### config.mk
export PLATFORM = sky130hd
export DESIGN_NAME = twpm_wb_interconnect
export DESIGN_NICKNAME = d
export VERILOG_FILES = /design/src/rtl/twpm_wb_pkg.sv /design/src/rtl/twpm_wb_addr_decoder.sv /design/src/rtl/twpm_wb_interconnect.sv
export SDC_FILE = /design/constraint.sdc
export NUM_CORES = 1
export LEC_CHECK = 0
export CORE_AREA = 2 2 139 141
export CTS_BUF_LIST = sky130_fd_sc_hd__clkbuf_4 sky130_fd_sc_hd__clkbuf_8
export CTS_CLUSTER_SIZE = 40
export DETAILED_ROUTE_END_ITERATION = 7
export DIE_AREA = 0 0 141 143
export PLACE_DENSITY = 0.73
export SLEW_MARGIN = 30
export SYNTH_ARGS = -nofsm -noshare
export SYNTH_HDL_FRONTEND = slang
export SYNTH_SLANG_ARGS = --single-unit
### constraint.sdc
create_clock -name clk_i -period 3 [get_ports clk_i]
set_input_delay 0.75 -clock clk_i [delete_from_list [all_inputs] [get_ports clk_i]]
set_output_delay 0.75 -clock clk_i [all_outputs]
set_load 0.02 [all_outputs]
### src/rtl/twpm_wb_pkg.sv
// Shared constants for the TwPM Wishbone interconnect: slave indices, FSM
// state encoding, default address windows and the window-match helper.
package twpm_wb_pkg;

  localparam int NUM_SLV = 4;

  localparam logic [1:0] SLV_REGS   = 2'd0;
  localparam logic [1:0] SLV_TPMRAM = 2'd1;
  localparam logic [1:0] SLV_DDR    = 2'd2;
  localparam logic [1:0] SLV_CTRL   = 2'd3;

  typedef enum logic [1:0] {
    ST_IDLE   = 2'd0,
    ST_ACTIVE = 2'd1,
    ST_RESP   = 2'd2
  } state_e;

  localparam logic [31:0] DEF_REGS_BASE   = 32'hF000_0000;
  localparam int          DEF_REGS_AW     = 11;
  localparam logic [31:0] DEF_TPMRAM_BASE = 32'hF000_0800;
  localparam int          DEF_TPMRAM_AW   = 11;
  localparam logic [31:0] DEF_CTRL_BASE   = 32'hF800_0000;
  localparam int          DEF_CTRL_AW     = 14;
  localparam logic [31:0] DEF_DDR_BASE    = 32'h8000_0000;
  localparam int          DEF_DDR_AW      = 27;

  // A window matches when every address bit above its width equals the base.
  function automatic logic win_hit(input logic [31:0] adr, input logic [31:0] base,
                                   input int aw);
    return (adr >> aw) == (base >> aw);
  endfunction

endpackage

### src/rtl/twpm_wb_addr_decoder.sv
// Combinational address decoder: maps a request address to a slave index.
// Windows are checked in a fixed order and the first match wins.
module twpm_wb_addr_decoder
  import twpm_wb_pkg::*;
#(
  parameter logic [31:0] REGS_BASE   = DEF_REGS_BASE,
  parameter int          REGS_AW     = DEF_REGS_AW,
  parameter logic [31:0] TPMRAM_BASE = DEF_TPMRAM_BASE,
  parameter int          TPMRAM_AW   = DEF_TPMRAM_AW,
  parameter logic [31:0] CTRL_BASE   = DEF_CTRL_BASE,
  parameter int          CTRL_AW     = DEF_CTRL_AW,
  parameter logic [31:0] DDR_BASE    = DEF_DDR_BASE,
  parameter int          DDR_AW      = DEF_DDR_AW
) (
  input  logic [31:0] adr_i,
  output logic        hit_o,
  output logic [1:0]  idx_o
);

  always_comb begin
    hit_o = 1'b1;
    idx_o = SLV_REGS;
    if (win_hit(adr_i, REGS_BASE, REGS_AW)) begin
      idx_o = SLV_REGS;
    end else if (win_hit(adr_i, TPMRAM_BASE, TPMRAM_AW)) begin
      idx_o = SLV_TPMRAM;
    end else if (win_hit(adr_i, CTRL_BASE, CTRL_AW)) begin
      idx_o = SLV_CTRL;
    end else if (win_hit(adr_i, DDR_BASE, DDR_AW)) begin
      idx_o = SLV_DDR;
    end else begin
      hit_o = 1'b0;
    end
  end

endmodule

### src/rtl/twpm_wb_interconnect.sv
// Single-master Wishbone interconnect in front of the TwPM slaves, with
// registered responses, unmapped-address error, timeout and error capture.
module twpm_wb_interconnect
  import twpm_wb_pkg::*;
#(
  parameter logic [31:0] REGS_BASE          = DEF_REGS_BASE,
  parameter int          REGS_AW            = DEF_REGS_AW,
  parameter logic [31:0] TPMRAM_BASE        = DEF_TPMRAM_BASE,
  parameter int          TPMRAM_AW          = DEF_TPMRAM_AW,
  parameter logic [31:0] CTRL_BASE          = DEF_CTRL_BASE,
  parameter int          CTRL_AW            = DEF_CTRL_AW,
  parameter logic [31:0] DDR_BASE           = DEF_DDR_BASE,
  parameter int          DDR_AW             = DEF_DDR_AW,
  parameter int          TIMEOUT_CYCLES     = 255,
  parameter logic [31:0] DEFAULT_READ_VALUE = 32'hBADF_ABAC
) (
  input  logic         clk_i,
  input  logic         rst_i,
  input  logic [31:0]  m_adr_i,
  input  logic [31:0]  m_dat_i,
  input  logic [3:0]   m_sel_i,
  input  logic         m_we_i,
  input  logic         m_stb_i,
  input  logic         m_cyc_i,
  output logic [31:0]  m_dat_o,
  output logic         m_ack_o,
  output logic         m_err_o,
  output logic [31:0]  s_adr_o,
  output logic [31:0]  s_dat_o,
  output logic [3:0]   s_sel_o,
  output logic         s_we_o,
  output logic         s_cyc_o,
  output logic [3:0]   s_stb_o,
  input  logic [3:0]   s_ack_i,
  input  logic [3:0]   s_err_i,
  input  logic [127:0] s_dat_i,
  output logic         timeout_o,
  output logic [31:0]  err_adr_o,
  output logic [7:0]   err_cnt_o
);

  localparam int          CNT_W     = 16;
  localparam logic [15:0] TIMEOUT_V = CNT_W'(TIMEOUT_CYCLES);

  logic       dec_hit;
  logic [1:0] dec_idx;

  state_e      state_q, state_d;
  logic [1:0]  idx_q, idx_d;
  logic [15:0] cnt_q, cnt_d;
  logic [31:0] adr_q, adr_d;
  logic [31:0] dat_q, dat_d;
  logic        ack_q, ack_d;
  logic        err_q, err_d;
  logic        timeout_q, timeout_d;
  logic [31:0] err_adr_q, err_adr_d;
  logic [7:0]  err_cnt_q, err_cnt_d;
  logic        fail;
  logic [31:0] fail_adr;

  twpm_wb_addr_decoder #(
    .REGS_BASE   (REGS_BASE),
    .REGS_AW     (REGS_AW),
    .TPMRAM_BASE (TPMRAM_BASE),
    .TPMRAM_AW   (TPMRAM_AW),
    .CTRL_BASE   (CTRL_BASE),
    .CTRL_AW     (CTRL_AW),
    .DDR_BASE    (DDR_BASE),
    .DDR_AW      (DDR_AW)
  ) u_decoder (
    .adr_i (m_adr_i),
    .hit_o (dec_hit),
    .idx_o (dec_idx)
  );

  assign s_adr_o = m_adr_i;
  assign s_dat_o = m_dat_i;
  assign s_sel_o = m_sel_i;
  assign s_we_o  = m_we_i;
  assign s_cyc_o = m_cyc_i;

  always_comb begin
    // NOTE: every signal written here gets a default first, so no path can
    // leave one unassigned and infer a latch.
    state_d   = state_q;
    idx_d     = idx_q;
    cnt_d     = cnt_q;
    adr_d     = adr_q;
    dat_d     = dat_q;
    ack_d     = 1'b0;
    err_d     = 1'b0;
    timeout_d = 1'b0;
    err_adr_d = err_adr_q;
    err_cnt_d = err_cnt_q;
    fail      = 1'b0;
    fail_adr  = adr_q;
    s_stb_o   = '0;

    case (state_q)
      ST_IDLE: begin
        if (m_cyc_i && m_stb_i) begin
          adr_d = m_adr_i;
          if (dec_hit) begin
            idx_d   = dec_idx;
            cnt_d   = '0;
            state_d = ST_ACTIVE;
          end else begin
            fail     = 1'b1;
            fail_adr = m_adr_i;
            state_d  = ST_RESP;
          end
        end
      end
      ST_ACTIVE: begin
        s_stb_o[idx_q] = m_stb_i;
        cnt_d          = cnt_q + 16'd1;
        // A slave response in the timeout cycle still wins over the timeout.
        if (!m_cyc_i) begin
          state_d = ST_IDLE;
        end else if (s_err_i[idx_q]) begin
          fail    = 1'b1;
          state_d = ST_RESP;
        end else if (s_ack_i[idx_q]) begin
          ack_d   = 1'b1;
          dat_d   = s_dat_i[{idx_q, 5'd0} +: 32];
          state_d = ST_RESP;
        end else if (cnt_q == TIMEOUT_V) begin
          fail      = 1'b1;
          timeout_d = 1'b1;
          state_d   = ST_RESP;
        end
      end
      ST_RESP: state_d = ST_IDLE;
      default: state_d = ST_IDLE;
    endcase

    if (fail) begin
      err_d     = 1'b1;
      dat_d     = DEFAULT_READ_VALUE;
      err_adr_d = fail_adr;
      if (err_cnt_q != 8'hFF) err_cnt_d = err_cnt_q + 8'd1;
    end
  end

  always_ff @(posedge clk_i) begin
    // NOTE: state registers use non-blocking assignments so every flop
    // samples its pre-edge value regardless of statement order.
    if (rst_i) begin
      state_q   <= ST_IDLE;
      idx_q     <= SLV_REGS;
      cnt_q     <= '0;
      adr_q     <= '0;
      dat_q     <= '0;
      ack_q     <= 1'b0;
      err_q     <= 1'b0;
      timeout_q <= 1'b0;
      err_adr_q <= '0;
      err_cnt_q <= '0;
    end else begin
      state_q   <= state_d;
      idx_q     <= idx_d;
      cnt_q     <= cnt_d;
      adr_q     <= adr_d;
      dat_q     <= dat_d;
      ack_q     <= ack_d;
      err_q     <= err_d;
      timeout_q <= timeout_d;
      err_adr_q <= err_adr_d;
      err_cnt_q <= err_cnt_d;
    end
  end

  assign m_dat_o   = dat_q;
  assign m_ack_o   = ack_q;
  assign m_err_o   = err_q;
  assign timeout_o = timeout_q;
  assign err_adr_o = err_adr_q;
  assign err_cnt_o = err_cnt_q;

endmodule

==> summary.md, run 1 <==
| Metric | Value |
|---|---|
| Status | completed |
| Ys async rst share | 0% |
| Leading area contributor after synthesis | dfxtp_1 |
| Area of the multi-input gates | ~3300 sq um |
| Top Layer Used | met4 |
| Met3 WL | 1.50 mm |
| CTS Buf Count | 17 |
| Register bit count reported by yosys | 127 |
| CTS tree | yes |
| Total stage count of the critical path | 2 |
| MaxCap Viol Count | 0 |
| Syn_area_per_cell | roughly 9 sq um |
| Sw Pwr | roughly 0.0011 W |
| Share of post-route cells with drive strength above 1 | between 10% and 20% |
| Final setup violation count | 0 |
| Clock Power Share | approximately 37% |
| CP endpoint | s_adr_o[30] |
| DRC | 0 |
| Reg2Reg Depth | 5 |
| Nets | between 1000 and 1500 |
| Arrival @ worst endpoint | approximately 2.0 ns |
| Critical path buffers and inverters | 2 |
| Post-synth EDFFs | 0 |
| Post-CTS Setup Bufs | 0 |
| Io pins | ~360 |
| Path category of the worst min-delay check | flop to flop |
| Reg2reg end | err_cnt_o[2] |
| Port bufs | ~280 |
| CP top delay family | buffers and inverters |
| Root Buffer | clkbuf_8 |
| Iter 0 DRT Violations | between 300 and 400 |
| Vias in the first global route | 5978 |
| Worst Max-Slew Pin Slew | 0.587 ns |
| Initial antenna violation count | 1 |
| Drt wl/cell | between 15 and 20 um |
| Clock sink count | roughly 130 |
| Yosys cell types | 52 |
| Maximum fanout along the worst path | 6 |
| R2R Setup Slk | about 0.81 ns |
| Final hold violations | 0 |
| GP Congestion | between 0.8 and 0.9 |
| Die Y | 143 um |
| Worst vdd ir | approximately 260 uV |
| Synth top area cells | dfxtp_1 (39%), mux4_2 (11%), nand2_1 (10%), buf_4 (8.5%), mux2i_1 (5.2%) |
| Met2 wire length | ~11 mm |
| Die W | 141 um |
| Worst rel slew slack | around 61% |
| Net count after synthesis | around 950 |
| Comb power frac | 18.6% |
| Cells after Synth | approximately 730 |
| P_int | 0.00296 W |
| Final Skew | approximately 0.01 ns |
| Critical Path RT | 2.25 ns |
| Htree depth | 4 |
| Drt first pass iters | 5 |
| Most frequent CP cell | clkdlybuf4s50_1 |
| Post-route ant nets | 0 |
| Post-CTS Resized | 1 |
| Clock Latency Late Sink | between 0.4 and 0.5 ns |
| Register area | ~2500 sq um |
| CTS Hold Bufs | 0 |
| Design Area, Final | ~9800 sq um |
| Commonest cells after routing, fill and taps aside | clkdlybuf4s50_1 (278), nand2_1 (177), dfxtp_1 (125), a21oi_1 (51), buf_4 (46) |
| Core area | roughly 19000 sq um |
| Share of the synthesized area in the top cell type | just under 40% |
| Fill cells | 1687 |
| CP max stage cell | clkdlybuf4s50_1 |
| Sequential share of power | approximately 44% |
| Critical path, cell by cell | clkdlybuf4s50_1, clkdlybuf4s50_1 |
| Post-Syn Area | approximately 6600 sq um |
| R2r startpoint | idx_q[0] |
| Crit path capture type | primary output |
| Pin count of the biggest net entering global routing | 36 |
| Commonest non-fill, non-tap cell in the layout | clkdlybuf4s50_1 |
| DRT met1 WL | 8.87 mm |
| Switching share of power | roughly a quarter |
| Fin crit share | 93.0% |
| First-pass GRT wire length | between 30 and 40 mm |
| Synth Warn # | 0 |
| FP Rows | 50 |
| Unrepaired setup endpoints after global routing | false |
| Total gr overflow | 0 |
| Post-detail-place hpwl | 16.3 mm |
| Dominant synthesized flop cell | dfxtp_1 |
| Starting Density | 35.3% |
| Post-synthesis sequential area ratio | 38.7% |
| Worst setup path class | input port to primary output |
| Startpoint Class | input port |
| Cell Area, Placed | ~9400 sq um |
| Slew Viols, Final | 0 |
| Peak Freq | ~360 MHz |
| Vias/cell | between 5 and 6 |
| Bufs on Longest Clock Path | 2 |
| Total Wirelength | ~21 mm |
| Vias | a little over 6000 |
| Critical Path Start | m_adr_i[30] |
| Die area | between 20000 and 25000 sq um |
| Area delta synth->final | 49.2% |
| Crit-path max cell delay | roughly 0.69 ns |
| Place WS | -0.247 ns |
| GR Util All Layers | about a fifth |
| Worst-path clk slew | around 0.07 ns |
| Cell Pwr Density | roughly 410 nW/um^2 |
| LEAKAGE | about 3.7 nW |
| Final worst slack | 0.210 ns |
| Tmin final | between 2 and 3 ns |
logic make-up after synthesis:
family	synth area share [%]
AND/OR/NAND/NOR	18.8
AO/OA/AOI/OAI	12.1
flip-flops	38.7
buffers and inverters	11.4
multiplexers	16.7
XOR/XNOR	2.00
adder cells (fa/ha/maj)	0.381
how the worst min path moves through the flow:
stage | from | end | slack, ns | depth (start not counted)
6_report | adr_q[24] | adr_q[24] | 0.45 | 2
5_1_grt | adr_q[4] | adr_q[4] | 0.47 | 2
4_1_cts | adr_q[30] | adr_q[30] | 0.46 | 2
3_5_place_dp | adr_q[30] | adr_q[30] | 0.45 | 2
3_3_place_gp | m_dat_o[26] | m_dat_o[26] | 0.44 | 2
2_1_floorplan | adr_q[0] | adr_q[0] | 0.44 | 2
worst min-delay path, delay by kind of cell (launching register included):
| kind | cells | cell delay (ns) |
|---|---|---|
| AOI/OAI and AO/OA | 1 | 0.05 |
| DFF | 1 | 0.31 |
| and+or+nand+nor | 1 | 0.05 |
Yosys cell counts, types with 2 or more instances:
| cell type | number |
|---|---|
| a21oi_1 | 51 |
| ha_1 | 2 |
| a21oi_2 | 2 |
| nor4_1 | 12 |
| nor2_1 | 30 |
| a211oi_2 | 2 |
| nor3b_1 | 2 |
| buf_4 | 74 |
| nor4b_1 | 4 |
| inv_1 | 6 |
| dfxtp_1 | 127 |
| buf_2 | 2 |
| a31oi_1 | 25 |
| nor3_1 | 7 |
| or4_4 | 2 |
| nand3b_1 | 3 |
| clkbuf_1 | 32 |
| nand2_1 | 178 |
| o21ai_0 | 36 |
| xnor2_1 | 14 |
| nand2b_4 | 2 |
| and4_1 | 2 |
| mux4_2 | 33 |
| nand3_1 | 9 |
| buf_1 | 7 |
| nand2b_1 | 3 |
| o31ai_1 | 2 |
| mux2i_1 | 34 |
| and3_1 | 3 |
| nand4_1 | 3 |
| or3_2 | 4 |
layout make-up:
class	count	area share [%]
well taps	234	2.99
flip-flops and latches	127	26.0
clock inverters	13	1.42
multi-input cells	485	33.6
diodes	1	0.0256
repair buffers	332	33.1
clock buffers	19	2.67
inverters	6	0.230
registers in the layout, summed over array words and instances (netlist names):
register	flops
adr_q	32
cnt_q	16
err_adr_o	32
err_cnt_o	8
idx_q	2
m_ack_o	1
m_dat_o	32
m_err_o	1
state_q	2
timeout_o	1
power by group through the flow:
| stage | Sequential (W) | Combinational (W) | Clock (W) |
|---|---|---|---|
| 2_1_floorplan | 0.00188 | 0.000322 | 0 |
| 3_3_place_gp | 0.00183 | 0.000743 | 0 |
| 3_5_place_dp | 0.00183 | 0.000751 | 0 |
| 4_1_cts | 0.00179 | 0.000755 | 0.00153 |
| 5_1_grt | 0.00180 | 0.000797 | 0.00161 |
| 6_report | 0.00179 | 0.000750 | 0.00149 |
per-stage QoR:
step	util, %	hold slack, ns	instances	total power, W	setup TNS, ns
after floorplan	-	0.436	734	0.00220	0
after global placement	50.5	0.441	1184	0.00257	-10.81
after detailed placement	50.5	0.446	1184	0.00258	-13.10
after CTS	52.6	0.457	1216	0.00408	0
after global routing	52.7	0.472	1217	0.00421	0
final	52.7	0.454	1217	0.00403	0
layer usage:
metal / up-vias / GRT usage (%)
met5: - / 0
met4: 0 / 5.79
met3: 24 / 6.51
met2: 236 / 36.9
met1: 2899 / 24.6
li1: 2975 / -
Power figures use the tool's default switching activity.
==> inputs of run 2 (changes only) <==
- CAP_MARGIN: default -> 20
- HOLD_SLACK_MARGIN: default -> 0.1
==> results of run 2 <==
Final layout, timing and power as in run 1 (identical DEF).
==> inputs of run 3 (changes only) <==
- clock period: 3 -> 2.6 ns (I/O delays scaled with it)
==> run 3 against run 2 <==
Sequential share of layout area down 0.46 points. Clock-buffer cell count rose by 4. Die area unchanged. Via count rose by 0.24%. Clock power up 26%. Utilization up 0.94 points. Critical path depth increased by 1. Non-clock buffer count rose by 7. Worst setup slack lost 0.16 ns. Final area grew 1.8%. Clock skew grew 0.0028 ns. First-iteration DRC count up 32%. Largest power group unchanged.
==> summary.md, run 3 (same netlist as run 1, synthesis figures left out) <==
| Metric | Value |
|---|---|
| Commonest cells after routing, fill and taps aside | clkdlybuf4s50_1 (271), nand2_1 (177), dfxtp_1 (125), a21oi_1 (51), buf_4 (50) |
| Nets | 1188 (+0.68%) |
| Critical path, cell by cell | clkdlybuf4s50_1, buf_4, clkdlybuf4s50_1 |
| Bufs on Longest Clock Path | 2 (unchanged) |
| Vias/cell | 5.02 (-0.49%) |
| Critical path buffers and inverters | 3 (+1) |
| Io pins | 358 (unchanged) |
| Sequential share of power | 42.8% (-1.6 points) |
| Die Y | 143 um (unchanged) |
| Htree depth | 4 (unchanged) |
| Post-route ant nets | 0 (unchanged) |
| Die area | 20200 sq um (unchanged) |
| Comb power frac | 18.4% (-0.2 points) |
| Fill cells | 1672 (-0.89%) |
| MaxCap Viol Count | 0 (unchanged) |
| Switching share of power | 25.1% (-1.5 points) |
| Drt wl/cell | 17.6 um (+0.13%) |
| Vias in the first global route | 6072 (+1.6%) |
| P_int | 0.00362 W (+22%) |
| CP max stage cell | clkdlybuf4s50_1 |
| Tmin final | roughly 2.5 ns |
| Port bufs | 283 (unchanged) |
| Cell Pwr Density | 484 nW/um^2 (+18%) |
| FP Rows | 50 (unchanged) |
| CP top delay family | buffers and inverters |
| Final Skew | 0.0131 ns (+0.00281 ns) |
| Status | completed |
| GR Util All Layers | 20.7% (-0.23 points) |
| Crit-path max cell delay | 0.61 ns (-0.08 ns) |
| Final hold violations | 0 (unchanged) |
| R2R Setup Slk | 0.39 ns (-0.42 ns) |
| CTS Buf Count | 17 (unchanged) |
| Clock Latency Late Sink | 0.44 ns (about the same) |
| Cell Area, Placed | 9440 sq um (+0.64%) |
| Reg2Reg Depth | 6 (+1) |
| Crit path capture type | primary output |
| Final instance count without filler cells | 1226 (+0.74%) |
| Area delta synth->final | 51.9% |
| Slew Viols, Final | 0 (unchanged) |
| CP endpoint | s_adr_o[31] |
| Initial antenna violation count | 3 (+2) |
| Critical Path Start | m_adr_i[31] |
| Arrival @ worst endpoint | 1.90 ns (-0.14 ns) |
| Iter 0 DRT Violations | 434 (+32%) |
| Worst-path clk slew | 0.07 ns (about the same) |
| DRC | 0 (unchanged) |
| Hold WS | 0.454 ns (-0.000433 ns) |
| Startpoint Class | input port |
| Total gr overflow | 0 (unchanged) |
| R2r startpoint | idx_q[0] |
| Path category of the worst min-delay check | flop to flop |
| Vias | 6149 (+0.24%) |
| CTS tree | yes |
| Final setup violation count | 0 (unchanged) |
| Worst vdd ir | 415 uV (+59%) |
| LEAKAGE | 3.73 nW (+1.9%) |
| Drt first pass iters | 6 (+1) |
| Worst Max-Slew Pin Slew | 0.454 ns (-0.133 ns) |
| Commonest non-fill, non-tap cell in the layout | clkdlybuf4s50_1 |
| Share of post-route cells with drive strength above 1 | 15.9% (+1.2 points) |
| First-pass GRT wire length | 32.4 mm (-0.99%) |
| Fin crit share | a little over nine tenths |
| Critical Path RT | 1.95 ns (-0.30 ns) |
| Maximum fanout along the worst path | 6 (unchanged) |
| Most frequent CP cell | clkdlybuf4s50_1 |
| Unrepaired setup endpoints after global routing | false |
| Inst Count DP | 1189 (+0.42%) |
| Reg2reg end | err_cnt_o[7] |
| GP Congestion | 0.836 (+3.0%) |
| Final Core Density | 53.6% (+0.94 points) |
| Core area | 18600 sq um (unchanged) |
| Pin count of the biggest net entering global routing | 36 (unchanged) |
| Starting Density | 35.3% (unchanged) |
| Clock Power Share | 38.8% (+1.8 points) |
| Worst rel slew slack | 69.7% (+8.9 points) |
| Design Area, Final | 9970 sq um (+1.8%) |
| Die W | 141 um (unchanged) |
| Sw Pwr | 0.00121 W (+13%) |
| Worst setup path class | input port to primary output |
| Peak Freq | a little under 400 MHz |
| Total Wirelength | 21.6 mm (+0.87%) |
| TNS Setup | 0 ns (unchanged) |
| Total stage count of the critical path | 3 (+1) |
| Root Buffer | clkbuf_8 |
| Clock sink count | 127 (unchanged) |
| Post-detail-place hpwl | 16.1 mm (-1.3%) |
## run 3: worst min-delay path, cell delays in order, from the launching register on
cell and delay, ns:
dfxtp_1 0.31, nand2_1 0.05, a21oi_1 0.05
## run 3: worst min-delay path by stage
stage                startpoint     endpoint  slack [ns]  cells past startpoint
finish              m_dat_o[21]  m_dat_o[21]        0.45                      2
global placement    m_dat_o[21]  m_dat_o[21]        0.44                      2
detailed placement    adr_q[18]    adr_q[18]        0.45                      2
floorplan              adr_q[0]     adr_q[0]        0.44                      2
global route           adr_q[4]     adr_q[4]        0.48                      2
CTS                   adr_q[18]    adr_q[18]        0.46                      2
## run 3: stage by stage
step,setup WS [ns],total power [W]
after detailed placement,-0.539,0.00298
after global placement,-0.501,0.00297
after global routing,0.00849,0.00501
final,0.0503,0.00482
after floorplan,0.0398,0.00254
after CTS,0.00348,0.00486
## run 3: area by class of cell
type	instances	area, sq um	share of cell area, %
timing repair buffer	339	3340	33.5
multi-input combinational	486	3320	33.4
sequential	127	2540	25.5
clock buffer	23	310	3.11
tap	234	293	2.94
clock inverter	9	129	1.29
inverter	6	22.5	0.226
antenna	2	5.00	0.0502
## run 3: timing repair
action	CTS	global route
hold buffers	0	0
setup endpoints to repair	13	82
gates cloned	1	1
buffers inserted	0	1
resized for setup	11	7
pin swaps	4	3
## run 3: routing by layer
| metal | part of all wire (%) | wire length [um] | global-route usage [%] |
|---|---|---|---|
| met1 | 40 | 8730 | 23.8 |
| met2 | 50 | 10800 | 36.2 |
| met3 | 8.0 | 1720 | 6.74 |
| met4 | 1.5 | 318 | 7.32 |
| met5 | 0.051 | 11 | 0 |
## run 3: power groups by stage
stage                     sequential [W]  combinational (W)  clock, W
after floorplan                  0.00217           0.000371         0
after global placement           0.00211           0.000863         0
after detailed placement         0.00211           0.000871         0
after CTS                        0.00207           0.000877   0.00192
after global routing             0.00207           0.000941   0.00200
final                            0.00207           0.000886   0.00187
